[config.mk]
export PLATFORM = sky130hd
export DESIGN_NAME = lc3_isdu
export DESIGN_NICKNAME = d
export VERILOG_FILES = /design/src/rtl/lc3_isdu.sv
export SDC_FILE = /design/constraint.sdc
export NUM_CORES = 1
export LEC_CHECK = 0
export ABC_AREA = 1
export BUFFER_PORTS_ARGS = -buffer_cell sky130_fd_sc_hd__buf_2
export CAP_MARGIN = 10
export CORE_MARGIN = 5
export CORE_UTILIZATION = 40
export DETAILED_ROUTE_END_ITERATION = 8
export PLACE_DENSITY = 0.65
export SETUP_SLACK_MARGIN = 0.4
export SYNTH_ARGS = -nofsm -noshare
export SYNTH_HDL_FRONTEND = slang
export SYNTH_SLANG_ARGS = --single-unit
[constraint.sdc]
create_clock -name clk_i -period 1.62 [get_ports clk_i]
set_input_delay 0.324 -clock clk_i [delete_from_list [all_inputs] [get_ports clk_i]]
set_output_delay 0.324 -clock clk_i [all_outputs]
set_load 0.02 [all_outputs]
[src/rtl/lc3_isdu.sv]
// LC-3 sequencer/decoder: Moore FSM driving datapath loads, bus gates, mux selects and memory strobes.
// Fetch+decode takes MEM_WAIT+4 cycles, no backpressure beyond the fixed memory wait; LC3_PAUSE_EN adds the PAUSE handshake states.
module lc3_isdu #(
    parameter int MEM_WAIT = 2
) (
    input  logic       clk_i,
    input  logic       reset_i,
    input  logic       run_i,
    input  logic       continue_i,
    input  logic [3:0] opcode_i,
    input  logic       ir_5_i,
    input  logic       ir_11_i,
    input  logic       ben_i,
    output logic       ld_mar_o,
    output logic       ld_mdr_o,
    output logic       ld_ir_o,
    output logic       ld_ben_o,
    output logic       ld_cc_o,
    output logic       ld_reg_o,
    output logic       ld_pc_o,
    output logic       gate_pc_o,
    output logic       gate_mdr_o,
    output logic       gate_alu_o,
    output logic       gate_marmux_o,
    output logic       drmux_o,
    output logic       sr1mux_o,
    output logic       sr2mux_o,
    output logic       addr1mux_o,
    output logic       mio_en_o,
    output logic [1:0] pcmux_o,
    output logic [1:0] addr2mux_o,
    output logic [1:0] aluk_o,
    output logic       mem_oe_o,
    output logic       mem_we_o,
    output logic       halted_o
);

    typedef enum logic [4:0] {
        S_HALTED, S_F1, S_F2, S_F3, S_DECODE,
        S_ALU, S_BR_T, S_JMP, S_JSR1, S_JSR2,
        S_LDR1, S_LDR2, S_LDR3, S_STR1, S_STR2, S_STR3,
        S_P1, S_P2
    } state_t;

    localparam logic [3:0] WAIT_C = 4'(MEM_WAIT);

    state_t     state_q, state_d;
    logic [3:0] cnt_q, cnt_d;
    logic       mem_done;

    assign mem_done = (cnt_q == WAIT_C);

`ifndef LC3_PAUSE_EN
    logic continue_unused;
    assign continue_unused = continue_i;
`endif

    always_ff @(posedge clk_i) begin
        if (reset_i) begin
            state_q <= S_HALTED;
            cnt_q   <= '0;
        end else begin
            state_q <= state_d;
            cnt_q   <= cnt_d;
        end
    end

    always_comb begin
        state_d       = state_q;
        // counter rests at zero outside memory states, so every entry starts cleared
        cnt_d         = '0;
        ld_mar_o      = 1'b0;
        ld_mdr_o      = 1'b0;
        ld_ir_o       = 1'b0;
        ld_ben_o      = 1'b0;
        ld_cc_o       = 1'b0;
        ld_reg_o      = 1'b0;
        ld_pc_o       = 1'b0;
        gate_pc_o     = 1'b0;
        gate_mdr_o    = 1'b0;
        gate_alu_o    = 1'b0;
        gate_marmux_o = 1'b0;
        drmux_o       = 1'b0;
        sr1mux_o      = 1'b0;
        sr2mux_o      = 1'b0;
        addr1mux_o    = 1'b0;
        mio_en_o      = 1'b0;
        pcmux_o       = 2'b00;
        addr2mux_o    = 2'b00;
        aluk_o        = 2'b00;
        mem_oe_o      = 1'b0;
        mem_we_o      = 1'b0;
        halted_o      = 1'b0;

        case (state_q)
            S_HALTED: begin
                halted_o = 1'b1;
                if (run_i) state_d = S_F1;
            end
            S_F1: begin
                gate_pc_o = 1'b1;
                ld_mar_o  = 1'b1;
                ld_pc_o   = 1'b1;
                state_d   = S_F2;
            end
            S_F2, S_LDR2: begin
                mem_oe_o = 1'b1;
                mio_en_o = 1'b1;
                if (mem_done) begin
                    ld_mdr_o = 1'b1;
                    state_d  = (state_q == S_F2) ? S_F3 : S_LDR3;
                end else begin
                    cnt_d = cnt_q + 4'd1;
                end
            end
            S_F3: begin
                gate_mdr_o = 1'b1;
                ld_ir_o    = 1'b1;
                state_d    = S_DECODE;
            end
            S_DECODE: begin
                ld_ben_o = 1'b1;
                case (opcode_i)
                    4'b0001, 4'b0101, 4'b1001: state_d = S_ALU;
                    4'b0000: state_d = ben_i ? S_BR_T : S_F1;
                    4'b1100: state_d = S_JMP;
                    4'b0100: state_d = S_JSR1;
                    4'b0110: state_d = S_LDR1;
                    4'b0111: state_d = S_STR1;
`ifdef LC3_PAUSE_EN
                    4'b1101: state_d = S_P1;
`endif
                    default: state_d = S_F1;
                endcase
            end
            S_ALU: begin
                sr1mux_o   = 1'b1;
                sr2mux_o   = ir_5_i;
                case (opcode_i)
                    4'b0101: aluk_o = 2'b01;
                    4'b1001: aluk_o = 2'b10;
                    default: aluk_o = 2'b00;
                endcase
                gate_alu_o = 1'b1;
                ld_reg_o   = 1'b1;
                ld_cc_o    = 1'b1;
                state_d    = S_F1;
            end
            S_BR_T: begin
                addr2mux_o = 2'b10;
                pcmux_o    = 2'b10;
                ld_pc_o    = 1'b1;
                state_d    = S_F1;
            end
            S_JMP: begin
                sr1mux_o   = 1'b1;
                addr1mux_o = 1'b1;
                pcmux_o    = 2'b10;
                ld_pc_o    = 1'b1;
                state_d    = S_F1;
            end
            S_JSR1: begin
                gate_pc_o = 1'b1;
                drmux_o   = 1'b1;
                ld_reg_o  = 1'b1;
                state_d   = S_JSR2;
            end
            S_JSR2: begin
                pcmux_o = 2'b10;
                ld_pc_o = 1'b1;
                // JSR: PC + SEXT11; JSRR: base register from IR[8:6]
                if (ir_11_i) begin
                    addr2mux_o = 2'b11;
                end else begin
                    sr1mux_o   = 1'b1;
                    addr1mux_o = 1'b1;
                end
                state_d = S_F1;
            end
            S_LDR1, S_STR1: begin
                sr1mux_o      = 1'b1;
                addr1mux_o    = 1'b1;
                addr2mux_o    = 2'b01;
                gate_marmux_o = 1'b1;
                ld_mar_o      = 1'b1;
                state_d       = (state_q == S_LDR1) ? S_LDR2 : S_STR2;
            end
            S_LDR3: begin
                gate_mdr_o = 1'b1;
                ld_reg_o   = 1'b1;
                ld_cc_o    = 1'b1;
                state_d    = S_F1;
            end
            S_STR2: begin
                aluk_o     = 2'b11;
                gate_alu_o = 1'b1;
                ld_mdr_o   = 1'b1;
                state_d    = S_STR3;
            end
            S_STR3: begin
                mem_we_o = 1'b1;
                if (mem_done) state_d = S_F1;
                else          cnt_d   = cnt_q + 4'd1;
            end
`ifdef LC3_PAUSE_EN
            S_P1: begin
                halted_o = 1'b1;
                if (continue_i) state_d = S_P2;
            end
            S_P2: begin
                if (!continue_i) state_d = S_F1;
            end
`endif
            default: state_d = S_HALTED;
        endcase
    end

endmodule

Yosys cells after proc, flatten, opt, wreduce, memory -nomap -nowiden
Index checks and enable logic that the tools add are counted.
{"block": "word_totals", "reg_bits": 9, "out_inout_bits": 25, "word_cells": 82}
{"block": "op_classes", "addsub": 1, "n_eq_ne": 26, "muxes": 33, "n_bitwise": 1, "n_reduce_logical": 19}
{"operator": "5-bit one-hot mux with 10 select lines", "count": 1}
{"operator": "5-bit by 4-bit == test with 1-bit output (second input constant)", "count": 8}
{"operator": "4-bit one-hot mux with 6 select lines", "count": 1}
{"operator": "3-bit OR reduction", "count": 7}
{"operator": "5-bit by 3-bit == test with 1-bit output (second input constant)", "count": 4}
{"operator": "1-bit two-way mux", "count": 17}
{"operator": "4-bit by 3-bit == test with 1-bit output (second input constant)", "count": 4}
{"operator": "5-bit two-way mux", "count": 3}
{"operator": "2-bit OR reduction", "count": 6}
{"operator": "5-bit by 2-bit == test with 1-bit output (second input constant)", "count": 2}
{"operator": "4-bit == test (second input constant)", "count": 2}
{"operator": "2-bit one-hot mux with 2 select lines", "count": 2}
{"operator": "4-bit OR reduction", "count": 2}
{"operator": "3-bit two-way mux", "count": 2}
{"operator": "2-bit != test (second input constant)", "count": 3}
{"operator": "1-bit one-hot mux with 2 select lines", "count": 3}
{"operator": "2-bit one-hot mux with 3 select lines", "count": 1}
{"operator": "5-bit by 1-bit == test with 1-bit output (second input constant)", "count": 1}
{"operator": "5-bit logical NOT", "count": 1}
{"operator": "5-bit OR reduction", "count": 1}
{"operator": "4-bit by 1-bit adder with 4-bit output (second input constant)", "count": 1}
{"operator": "4-bit by 1-bit == test with 1-bit output (second input constant)", "count": 1}
{"operator": "4-bit by 2-bit == test with 1-bit output (second input constant)", "count": 1}
{"operator": "4-bit logical NOT", "count": 1}
{"operator": "4 further kinds", "count": 5}

Depth between registers and ports, before layout
Gate-level depths: netlist (run 1).
{"block": "logic_depth", "word_depth": 4, "ltp_mapped": 9}

Worst setup path after synthesis (run 1)
Ideal clock, no wire load.
{"block": "synth_path", "path_kind": "reg-to-output", "from": "register state_q[2]", "to": "output port aluk_o[0]", "arrival_ns": 1.350, "required_time_ns": 1.296, "setup_slack_ns": -0.054, "stages_incl_launch_ff": 5, "n_path_buf": 0, "cell_sequence": "dfxtp_1 -> nand2_1 -> inv_1 -> nand2_1 -> o31ai_1"}
{"block": "synth_between", "elab_chain_cells": 2, "word_cells_on_any_way": 3, "cone_classes": "eq/ne (2); mux (1)"}
{"item": "start: declaration", "line_no": "47", "text": "state_t state_q, state_d;"}
{"item": "start signal: assignment", "line_no": "63", "text": "state_q <= state_d;"}
{"item": "5-bit by 4-bit == test with 1-bit output or 5-bit by 3-bit == test with 1-bit output (tied branches)", "line_no": "95", "text": "case (state_q)"}
{"item": "2-bit one-hot mux with 2 select lines (*)", "line_no": "95"}
{"item": "end: declaration", "line_no": "32", "text": "output logic [1:0] aluk_o,"}
Mark *: on every way between the ends. The rest lies on a longest branch, timed or not.

Worst setup path in the final report (run 1)
{"block": "layout_path", "from": "register state_q[0]", "to": "output port sr1mux_o"}
{"block": "layout_between", "elab_chain_cells": 3, "word_cells_on_any_way": 7, "cone_classes": "eq/ne (5); mux (1); reduce/logical (1)"}
{"item": "5-bit by 4-bit == test with 1-bit output or 5-bit by 3-bit == test with 1-bit output (tied branches)", "line_no": "95"}
{"item": "4-bit OR reduction (no line)"}
{"item": "1-bit one-hot mux with 2 select lines (*)", "line_no": "95"}
{"item": "end: declaration", "line_no": "26", "text": "output logic sr1mux_o,"}
Marked as above.

==> results of run 1 <==
-- report_power, final --
part / internal [mW] / switching [mW] / total [mW]
Combinational: 0.974 / 1.32 / 2.29
Sequential: 0.281 / 0.113 / 0.394
Clock: 0.0943 / 0.0685 / 0.163
-- worst paths after layout --
check	startpoint	cells after the start	end
hold / removal	reset_i	4	state_q[3]
setup reg to reg	state_q[0]	11	state_q[0]
hold reg to reg	cnt_q[0]	1	cnt_q[0]
setup / recovery	state_q[0]	7	sr1mux_o
-- critical path, delay by kind of cell (launching register included) --
kind	cells	cell delay, ps
buffers and inverters	3	360
DFF	1	370
and+or+nand+nor	4	470
-- layer usage --
metal,vias to the layer above,share of wire
met4,0,0.033
met1,513,0.39
met5,-,0
li1,551,-
met2,59,0.50
met3,19,0.071
-- cell type report --
type	count	area, µm²	share of cell area
multi-input combinational	108	795	0.499
timing repair buffer	50	447	0.281
sequential	8	175	0.110
inverter	26	115	0.0723
tap	27	33.8	0.0212
clock buffer	4	26.3	0.0165
-- sequential cells by signal (all words and copies together), names as in the netlist --
register	cells
cnt_q	4
state_q	4
-- cell usage after synthesis (all sizes together) --
cell	instances	area share
nand3	11	0.073
o21ai	6	0.037
nor2	33	0.18
nor3	2	0.032
o31ai	1	0.0091
ha	2	0.030
conb	1	0.0046
nand4	3	0.023
xnor2	1	0.011
buf	2	0.018
o41ai	1	0.020
inv	26	0.12
nand2	43	0.22
dfxtp	8	0.20
a21oi	3	0.018
xor2	1	0.011
-- timing repair --
action	4_1_cts	5_1_grt
pin swaps	14	15
setup buffers	9	6
setup endpoints to repair	27	32
hold buffers	0	0
resized for setup	65	35
-- kinds of logic (layout without fill, tap and decap cells) --
kind of cell | Yosys count | in the layout | synth area share
AND/OR/NAND/NOR | 92 | 92 | 0.527
other | 1 | 1 | 0.00457
XOR/XNOR | 2 | 2 | 0.0213
buffers and inverters | 28 | 80 | 0.137
flip-flops | 8 | 8 | 0.195
adder cells (fa/ha/maj) | 2 | 2 | 0.0305
AO/OA/AOI/OAI | 11 | 11 | 0.0838
-- through the flow --
stage                util  area (µm²)
global route        0.811        1590
CTS                 0.721        1410
detailed placement  0.575        1130
global placement    0.575        1130
finish              0.811        1590
floorplan               -         928
==> flow_metrics.tcl, run 1 <==
set metrics [dict create \
    worstSetupEndpointType "primary output" \
    setup_tns_ps -1390 \
    cts_buffers 3 \
    grt_use_met2 0.304 \
    clock_skew_ps 1.02 \
    cp_slowest_stage_delay_ps 370 \
    layout_commonest_cell "buf_6" \
    crit_top_cell "buf_4" \
    grtUsageMet3 0.0629 \
    clk_pin_slew_ps 50 \
    antenna_found_initial 0 \
    cp_max_fo 6 \
    synth_nets 157 \
    ys_types 22 \
    grt_remaining_overflow 0 \
    io_pins 36 \
    first_pass_iters 4 \
    finalSetupViolCount 16 \
    p_per_area_nw_per_um2 1790 \
    min_period_over_period 1.10 \
    slew_viol_final 0 \
    track_usage 0.176 \
    die_area_um2 3060 \
    layout_common_cells "buf_6 (25), nor2_1 (21), nand2_1 (18)" \
    port-buffer-count 33 \
    cts_sinks 8 \
    grt_pass1_vias 1038 \
    hpwl_mm 1.85 \
    use_met1 0.196 \
    drt_iter0_drc 35 \
    diodes 0 \
    ir_drop_uv 1310 \
    cts_tree "built" \
    grt_max_degree 7 \
    synth_area_per_cell_um2 5.70 \
    postSynthCellCount 144 \
    p_leak_nw 0.881 \
    die_w_um 55.3 \
    hold_violations 0 \
    grt-busiest-layer "met2" \
    layout_min_cycle_time_ps 1780 \
    gp_congestion 0.844 \
    coreArea_um2 1960 \
    cp.arrival_ps 1450 \
    holdWs_ps 385 \
    dp_cells 204 \
    final_cells 223 \
    die_h_um 55.3 \
    htree_levels 1 \
    initial_core_util 0.418 \
    violations "negative setup slack" \
    wirelength_mm 3.35 \
    synth_area_um2 821 \
    ys_seq_area_frac 0.195 \
    via_count 1142 \
    cap_viol_max_count 0 \
    fin_nets 210 \
    fmax_mhz 563 \
    crit_path_start_kind "flip-flop" \
    totalPowerFinal_mw 2.85 \
    wl_per_cell_um 15.0 \
    avgViaCountPerCell 5.12 \
    preCtsSetupSlack_ps 82.4 \
    worst_slack_ps -157 \
    rows 16 \
    clk_path_buf_depth 2 \
    synth_seq_cells 8 \
    cp_slowest_cell "dfxtp_4" \
    drive_above_1_share 0.622 \
    syn_to_final_growth_pct 93.9 \
    grt_first_pass_wirelength_mm 4.44 \
    run_status "complete, but fails checks" \
    drc 0 \
    cts_root_buf "clkbuf_4" \
    ant_nets 0 \
    min_path_type "input pin to flip-flop" \
    criticalPathCategory "flip-flop to primary output" \
    ys_warn_count 0 \
    worstPathRequired_ps 1300 \
    rsz0062_at_grt "yes" \
    insertion_delay_ps 250 \
    cp_cell_sequence "buf_4 > nor2_4 > nand2_2 > nand2_4 > inv_4 > nand4_1 > buf_4" \
    fillers 124 \
    r2r_slack_ps 80 \
]
Note: power is estimated with default switching activity, not from simulation.
==> run 2, diff against run 1 <==
--- a/config.mk
+++ b/config.mk
@@ -5,13 +5,12 @@
 export SDC_FILE = /design/constraint.sdc
 export NUM_CORES = 1
 export LEC_CHECK = 0
-export ABC_AREA = 1
 export BUFFER_PORTS_ARGS = -buffer_cell sky130_fd_sc_hd__buf_2
 export CAP_MARGIN = 10
 export CORE_MARGIN = 5
 export CORE_UTILIZATION = 40
 export DETAILED_ROUTE_END_ITERATION = 8
-export PLACE_DENSITY = 0.65
+export PLACE_DENSITY = 0.64
 export SETUP_SLACK_MARGIN = 0.4
 export SYNTH_ARGS = -nofsm -noshare
 export SYNTH_HDL_FRONTEND = slang
==> run 2 against run 1 <==
  * The flow still finishes with violations (negative setup slack)
  * Sequential power down 8.9%
  * Clock skew increased by 12 ps
  * Hold slack worse by 88 ps
  * Cell area is 29% higher
  * Global-route usage up 5.0 points
  * Critical path type unchanged
==> flow_metrics.tcl, run 2 <==
set metrics [dict create \
    cts_buffers 3 \
    clock_skew_ps 12.9 \
    ys_seq_area_frac 0.175 \
    hold_violations 0 \
    via_count 1372 \
    min_period_over_period 1.17 \
    ff2ff_path_depth 9 \
    drive_above_1_share 0.730 \
    yosys_most_used_dff "dfxtp_1" \
    violations "negative setup slack" \
    layout_min_cycle_time_ps 1890 \
    synth_area_um2 916 \
    coreArea_um2 2190 \
    die_h_um 57.9 \
    criticalPathCategory "flip-flop to primary output" \
    postSynthCellCount 128 \
    async_flop_share 0 \
    initial_core_util 0.418 \
    grt_remaining_overflow 0 \
    hold_depth 2 \
    worstHoldEndpoint "state_q[3]" \
    run_status "complete, but fails checks" \
    hold_buffers 0 \
    p_switching_mw 1.57 \
    synth_compound_area_frac 0.283 \
    dp_cells 197 \
    clk_path_buf_depth 2 \
    hpwl_mm 2.18 \
    worstSetupEndpointType "primary output" \
    avgViaCountPerCell 6.13 \
    clockPowerShare 0.051 \
    drt_iter0_drc 82 \
    layout_commonest_cell "buf_6" \
    first_pass_iters 4 \
    worst_slack_ps -270 \
    fmax_mhz 529 \
    p_comb_frac 0.838 \
    yosysTopAreaCell "dfxtp_1" \
    totalPowerFinal_mw 3.24 \
    swShare 0.486 \
    p_per_area_nw_per_um2 1580 \
    layout_common_cells "buf_6 (39), buf_4 (22), nor2_4 (12)" \
    cp_max_fo 7 \
    r2r_slack_ps -220 \
    grt_first_pass_wirelength_mm 5.99 \
    min-delay-start "reset_i" \
    die_w_um 57.9 \
    gp_congestion 0.909 \
    power_frac_seq 0.111 \
    die_area_um2 3350 \
    synth_top_cells_by_area "dfxtp_1 (17%), nor2_1 (7.0%), a21oi_1 (4.9%), nand2b_1 (4.8%), buf_4 (4.1%)" \
    clk_pin_slew_ps 60 \
    crit_family "simple AND/OR/NAND/NOR gates" \
    final_cells 224 \
    synth_nets 141 \
    r2r-end "state_q[2]" \
    slew_viol_final 0 \
    r2r-start "cnt_q[0]" \
    syn_to_final_growth_pct 124 \
    fin_nets 210 \
    grt_max_degree 11 \
    cts_root_buf "clkbuf_4" \
    p_leak_nw 0.822 \
    rsz0062_at_grt "yes" \
    synth.mux.area_fraction 0 \
    cp.arrival_ps 1570 \
    p_int_mw 1.66 \
    fillers 77 \
    rows 17 \
    synth_commonest_cells "nor2_1 (17), a21oi_1 (9), nand2_1 (9), dfxtp_1 (8), nand2b_1 (7)" \
    diodes 0 \
    antenna_found_initial 0 \
    synthMostInstantiatedCell "nor2_1" \
    cp_slowest_stage_delay_ps 400 \
    synth_top_area_frac 0.175 \
    ant_nets 0 \
    worstPathRequired_ps 1300 \
    ir_drop_uv 1430 \
    track_usage 0.225 \
    finalSetupViolCount 27 \
    synth_seq_cells 8 \
    synth_area_per_cell_um2 7.16 \
    synth_top_family_by_area "simple AND/OR/NAND/NOR gates" \
    io_pins 36 \
    synth-xor-area-share 0.0383 \
    port-buffer-count 33 \
    cap_viol_max_count 0 \
    synthAdderAreaFrac 0.0273 \
    cts_sinks 8 \
    largest_registers "cnt_q (4), state_q (4)" \
    htree_levels 1 \
    cp_cell_sequence "or3b_1 > o21ai_1 > a32o_2 > or2_4 > buf_6" \
    wirelength_mm 4.97 \
    wl_per_cell_um 22.2 \
    cp_slowest_cell "dfxtp_4" \
    synth_edf_count 0 \
    drc 0 \
    cts_tree "built" \
    min_path_type "input pin to flip-flop" \
    preCtsSetupSlack_ps -3.57 \
    crit_buf_inv 1 \
    crit_path_start_kind "flip-flop" \
    insertion_delay_ps 260 \
    synth-simple-area-share 0.365 \
    ys_warn_count 0 \
    grt_pass1_vias 1211 \
    ys_types 44 \
]
## run 2: cell types whose count changed after synthesis, sizes merged, moves of 5 or more
cell    change
nand2      -34
inv        -22
nor2       -16
buf         +9
nand2b      +7
nand3       -7
a21oi       +6
nor2b       +5
## run 2: power by group through the flow
stage | clock, mW | sequential, mW | combinational [mW]
floorplan | 0 | 0.289 | 1.42
global placement | 0 | 0.353 | 1.57
detailed placement | 0 | 0.356 | 1.61
CTS | 0.166 | 0.342 | 2.32
global route | 0.188 | 0.366 | 2.83
finish | 0.166 | 0.359 | 2.71
## run 2: through the flow
| step | hold slack (ps) | setup TNS, ps | cell area (µm²) | util |
|---|---|---|---|---|
| 3_3_place_gp | 481 | 0 | 1460 | 0.665 |
| 3_5_place_dp | 490 | -3.57 | 1460 | 0.665 |
| 6_report | 297 | -3160 | 2050 | 0.936 |
| 5_1_grt | 282 | -4450 | 2050 | 0.936 |
| 4_1_cts | 291 | -1770 | 1900 | 0.868 |
| 2_1_floorplan | 381 | 0 | 1250 | - |
## run 2: routing by layer
metal | up-vias | routed length, µm | track usage
met2 | 107 | 2370 | 0.419
met4 | 0 | 342 | 0.0364
met5 | - | 0 | 0
li1 | 594 | - | -
met3 | 33 | 459 | 0.0356
met1 | 638 | 1800 | 0.274
## run 2: how the worst max path moves through the flow
stage | to | cells past startpoint | startpoint
after floorplan | ld_mdr_o | 5 | cnt_q[0]
after global placement | ld_mdr_o | 5 | cnt_q[0]
after detailed placement | state_q[2] | 7 | cnt_q[0]
after CTS | ld_mdr_o | 5 | cnt_q[0]
after global routing | sr1mux_o | 5 | state_q[3]
final | sr1mux_o | 5 | state_q[3]
## run 2: area by class of cell
cell class | count | area, µm² | area share
Clock buffer | 4 | 26.3 | 0.0128
Multi-Input combinational cell | 104 | 1040 | 0.507
Inverter | 4 | 17.5 | 0.00854
Timing Repair Buffer | 76 | 754 | 0.368
Tap cell | 28 | 35.0 | 0.0171
Sequential cell | 8 | 178 | 0.0866
## run 2: kinds of logic after synthesis
logic type / Yosys count
buf+inv: 16
fa+ha+maj: 2
simple gates: 59
flops: 8
compound gates: 38
other cells: 1
xor+xnor: 4
## run 2: timing repair
action | 4_1_cts | 5_1_grt
gates resized for setup | 78 | 25
gates cloned | 0 | 0
pin swaps | 25 | 11
endpoints found under the setup margin | 32 | 32
setup buffers | 16 | 7
==> run 3, diff against run 2 <==
--- a/config.mk
+++ b/config.mk
@@ -8,9 +8,10 @@
 export BUFFER_PORTS_ARGS = -buffer_cell sky130_fd_sc_hd__buf_2
 export CAP_MARGIN = 10
 export CORE_MARGIN = 5
-export CORE_UTILIZATION = 40
+export CORE_UTILIZATION = 54
+export CTS_BUF_LIST = sky130_fd_sc_hd__clkbuf_4
 export DETAILED_ROUTE_END_ITERATION = 8
-export PLACE_DENSITY = 0.64
+export PLACE_DENSITY = 0.83
 export SETUP_SLACK_MARGIN = 0.4
 export SYNTH_ARGS = -nofsm -noshare
 export SYNTH_HDL_FRONTEND = slang
==> constraint.sdc (replaced) <==
create_clock -name clk_i -period 2.4 [get_ports clk_i]
set_input_delay 0.48 -clock clk_i [delete_from_list [all_inputs] [get_ports clk_i]]
set_output_delay 0.48 -clock clk_i [all_outputs]
set_load 0.02 [all_outputs]
==> run 3 against run 2 <==
  * The flow now finishes without violations
  * Non-clock buffer count decreased by 32
  * Die area decreased by 22%
  * First-iteration DRC count decreased by 55%
  * Setup slack improved by 630 ps
  * Sequential power decreased by 32%
  * Routed wire length decreased by 45%
  * Sequential share of layout area increased by 6.1 points
  * Total power decreased by 65%
  * Critical path depth unchanged
  * Combinational power decreased by 70%
  * Critical endpoint is now ld_mdr_o
==> flow_metrics.tcl, run 3 (synthesized netlist as in run 2, its figures left out) <==
set metrics [dict create \
    run_status "finished, final reports clean" \
    first_pass_iters 4 \
    cts_buffers 3 \
    cp.arrival_ps 1560 \
    setup_tns_ps 0 \
    hpwl_mm 1.89 \
    wirelength_mm 2.74 \
    min_path_type "flip-flop to flip-flop" \
    cts_sinks 8 \
    diodes 0 \
    p_per_area_nw_per_um2 969 \
    initial_core_util 0.587 \
    worstSetupEndpointType "primary output" \
    gp_congestion 0.856 \
    cp_cell_sequence "inv_2 > ha_4 > or3b_4 > o31ai_1 > buf_2" \
    rsz0062_at_grt "yes" \
    io_pins 36 \
    finalSetupViolCount 0 \
    layout_min_cycle_time_ps 2040 \
    coreArea_um2 1560 \
    avgViaCountPerCell 6.04 \
    grt_max_degree 19 \
    grt_pass1_vias 927 \
    htree_levels 1 \
    via_count 1082 \
    wl_per_cell_um 15.3 \
    clk_pin_slew_ps 50 \
    crit_path_start_kind "flip-flop" \
    port-buffer-count 33 \
    min_period_over_period 0.850 \
    die_w_um 51.2 \
    ant_nets 0 \
    criticalPathCategory "flip-flop to primary output" \
    slew_viol_final 0 \
    fin_nets 178 \
    layout_commonest_cell "buf_2" \
    cts_tree "built" \
    r2r-start "cnt_q[0]" \
    p_leak_nw 0.544 \
    rows 14 \
    insertion_delay_ps 250 \
    layout_common_cells "buf_2 (32), nor2_1 (16), nand2_1 (9), a21oi_1 (9), buf_4 (9)" \
    totalPowerFinal_mw 1.15 \
    r2r_slack_ps 660 \
    die_area_um2 2620 \
    syn_to_final_growth_pct 29.2 \
    drc 0 \
    cap_viol_max_count 0 \
    antenna_found_initial 0 \
    worstPathRequired_ps 1920 \
    grt_first_pass_wirelength_mm 3.99 \
    cp_slowest_stage_delay_ps 390 \
    clk_path_buf_depth 2 \
    cp_slowest_cell "or3b_4" \
    clock_skew_ps 1.17 \
    holdWs_ps 421 \
    ir_drop_uv 769 \
    startpoint "cnt_q[0]" \
    drive_above_1_share 0.429 \
    grt_remaining_overflow 0 \
    cp_max_fo 3 \
    cts_root_buf "clkbuf_4" \
    min-delay-start "cnt_q[0]" \
    track_usage 0.191 \
    largest_registers "cnt_q (4), state_q (4)" \
    hold_violations 0 \
    fmax_mhz 490 \
    drt_iter0_drc 37 \
    die_h_um 51.2 \
]
[run 3: cell types whose count changed in the layout (fill, tap and decap cells not counted), sizes merged]
cell and delta:
buf -32, clkbuf -1
[run 3: what timing repair did]
action / in CTS / in global routing
cloned: 0 / 0
resized for setup: 17 / 7
pin swaps: 3 / 4
endpoints found under the setup margin: 16 / 6
buffers inserted: 4 / 2
hold buffers: 0 / 0
[run 3: through the flow]
| step | instance area (µm²) | utilization | instances | setup slack [ps] |
|---|---|---|---|---|
| after floorplan | 916 | - | 128 | 402 |
| after global placement | 1050 | 0.677 | 170 | 456 |
| after detailed placement | 1050 | 0.677 | 170 | 403 |
| after CTS | 1140 | 0.734 | 177 | 378 |
| after global routing | 1180 | 0.759 | 179 | 305 |
| final | 1180 | 0.759 | 179 | 361 |
[run 3: power breakdown]
part	switching [mW]	internal (mW)	total [mW]
Combinational	0.480	0.325	0.805
Sequential	0.0716	0.172	0.243
Clock	0.0422	0.0570	0.0992
[run 3: worst max-delay path: cells and delay by family (launching register included)]
family / cells / cell delay (ps)
AND/OR/NAND/NOR: 1 / 390
buffers and inverters: 2 / 260
AO/OA/AOI/OAI: 1 / 230
adder cells (fa/ha/maj): 1 / 110
flip-flops: 1 / 320
[run 3: cell type report]
type	count	area [µm²]
clock buffers	3	22.5
fillers	114	375
inverters	4	15.0
multi-input cells	104	686
flip-flops and latches	8	175
well taps	16	20.0
repair buffers	44	265
[run 3: worst paths after layout]
path	to	depth (start not counted)
min	cnt_q[0]	1
max	ld_mdr_o	5
min reg2reg	cnt_q[0]	1
max reg2reg	state_q[2]	7
[run 3: routing by layer]
| metal | part of all wire | global-route usage | up-vias |
|---|---|---|---|
| met3 | 0.058 | 0.0320 | 6 |
| met2 | 0.51 | 0.341 | 38 |
| met1 | 0.41 | 0.236 | 512 |
| met4 | 0.020 | 0.0493 | 0 |
| met5 | 0 | 0 | - |
| li1 | - | - | 526 |
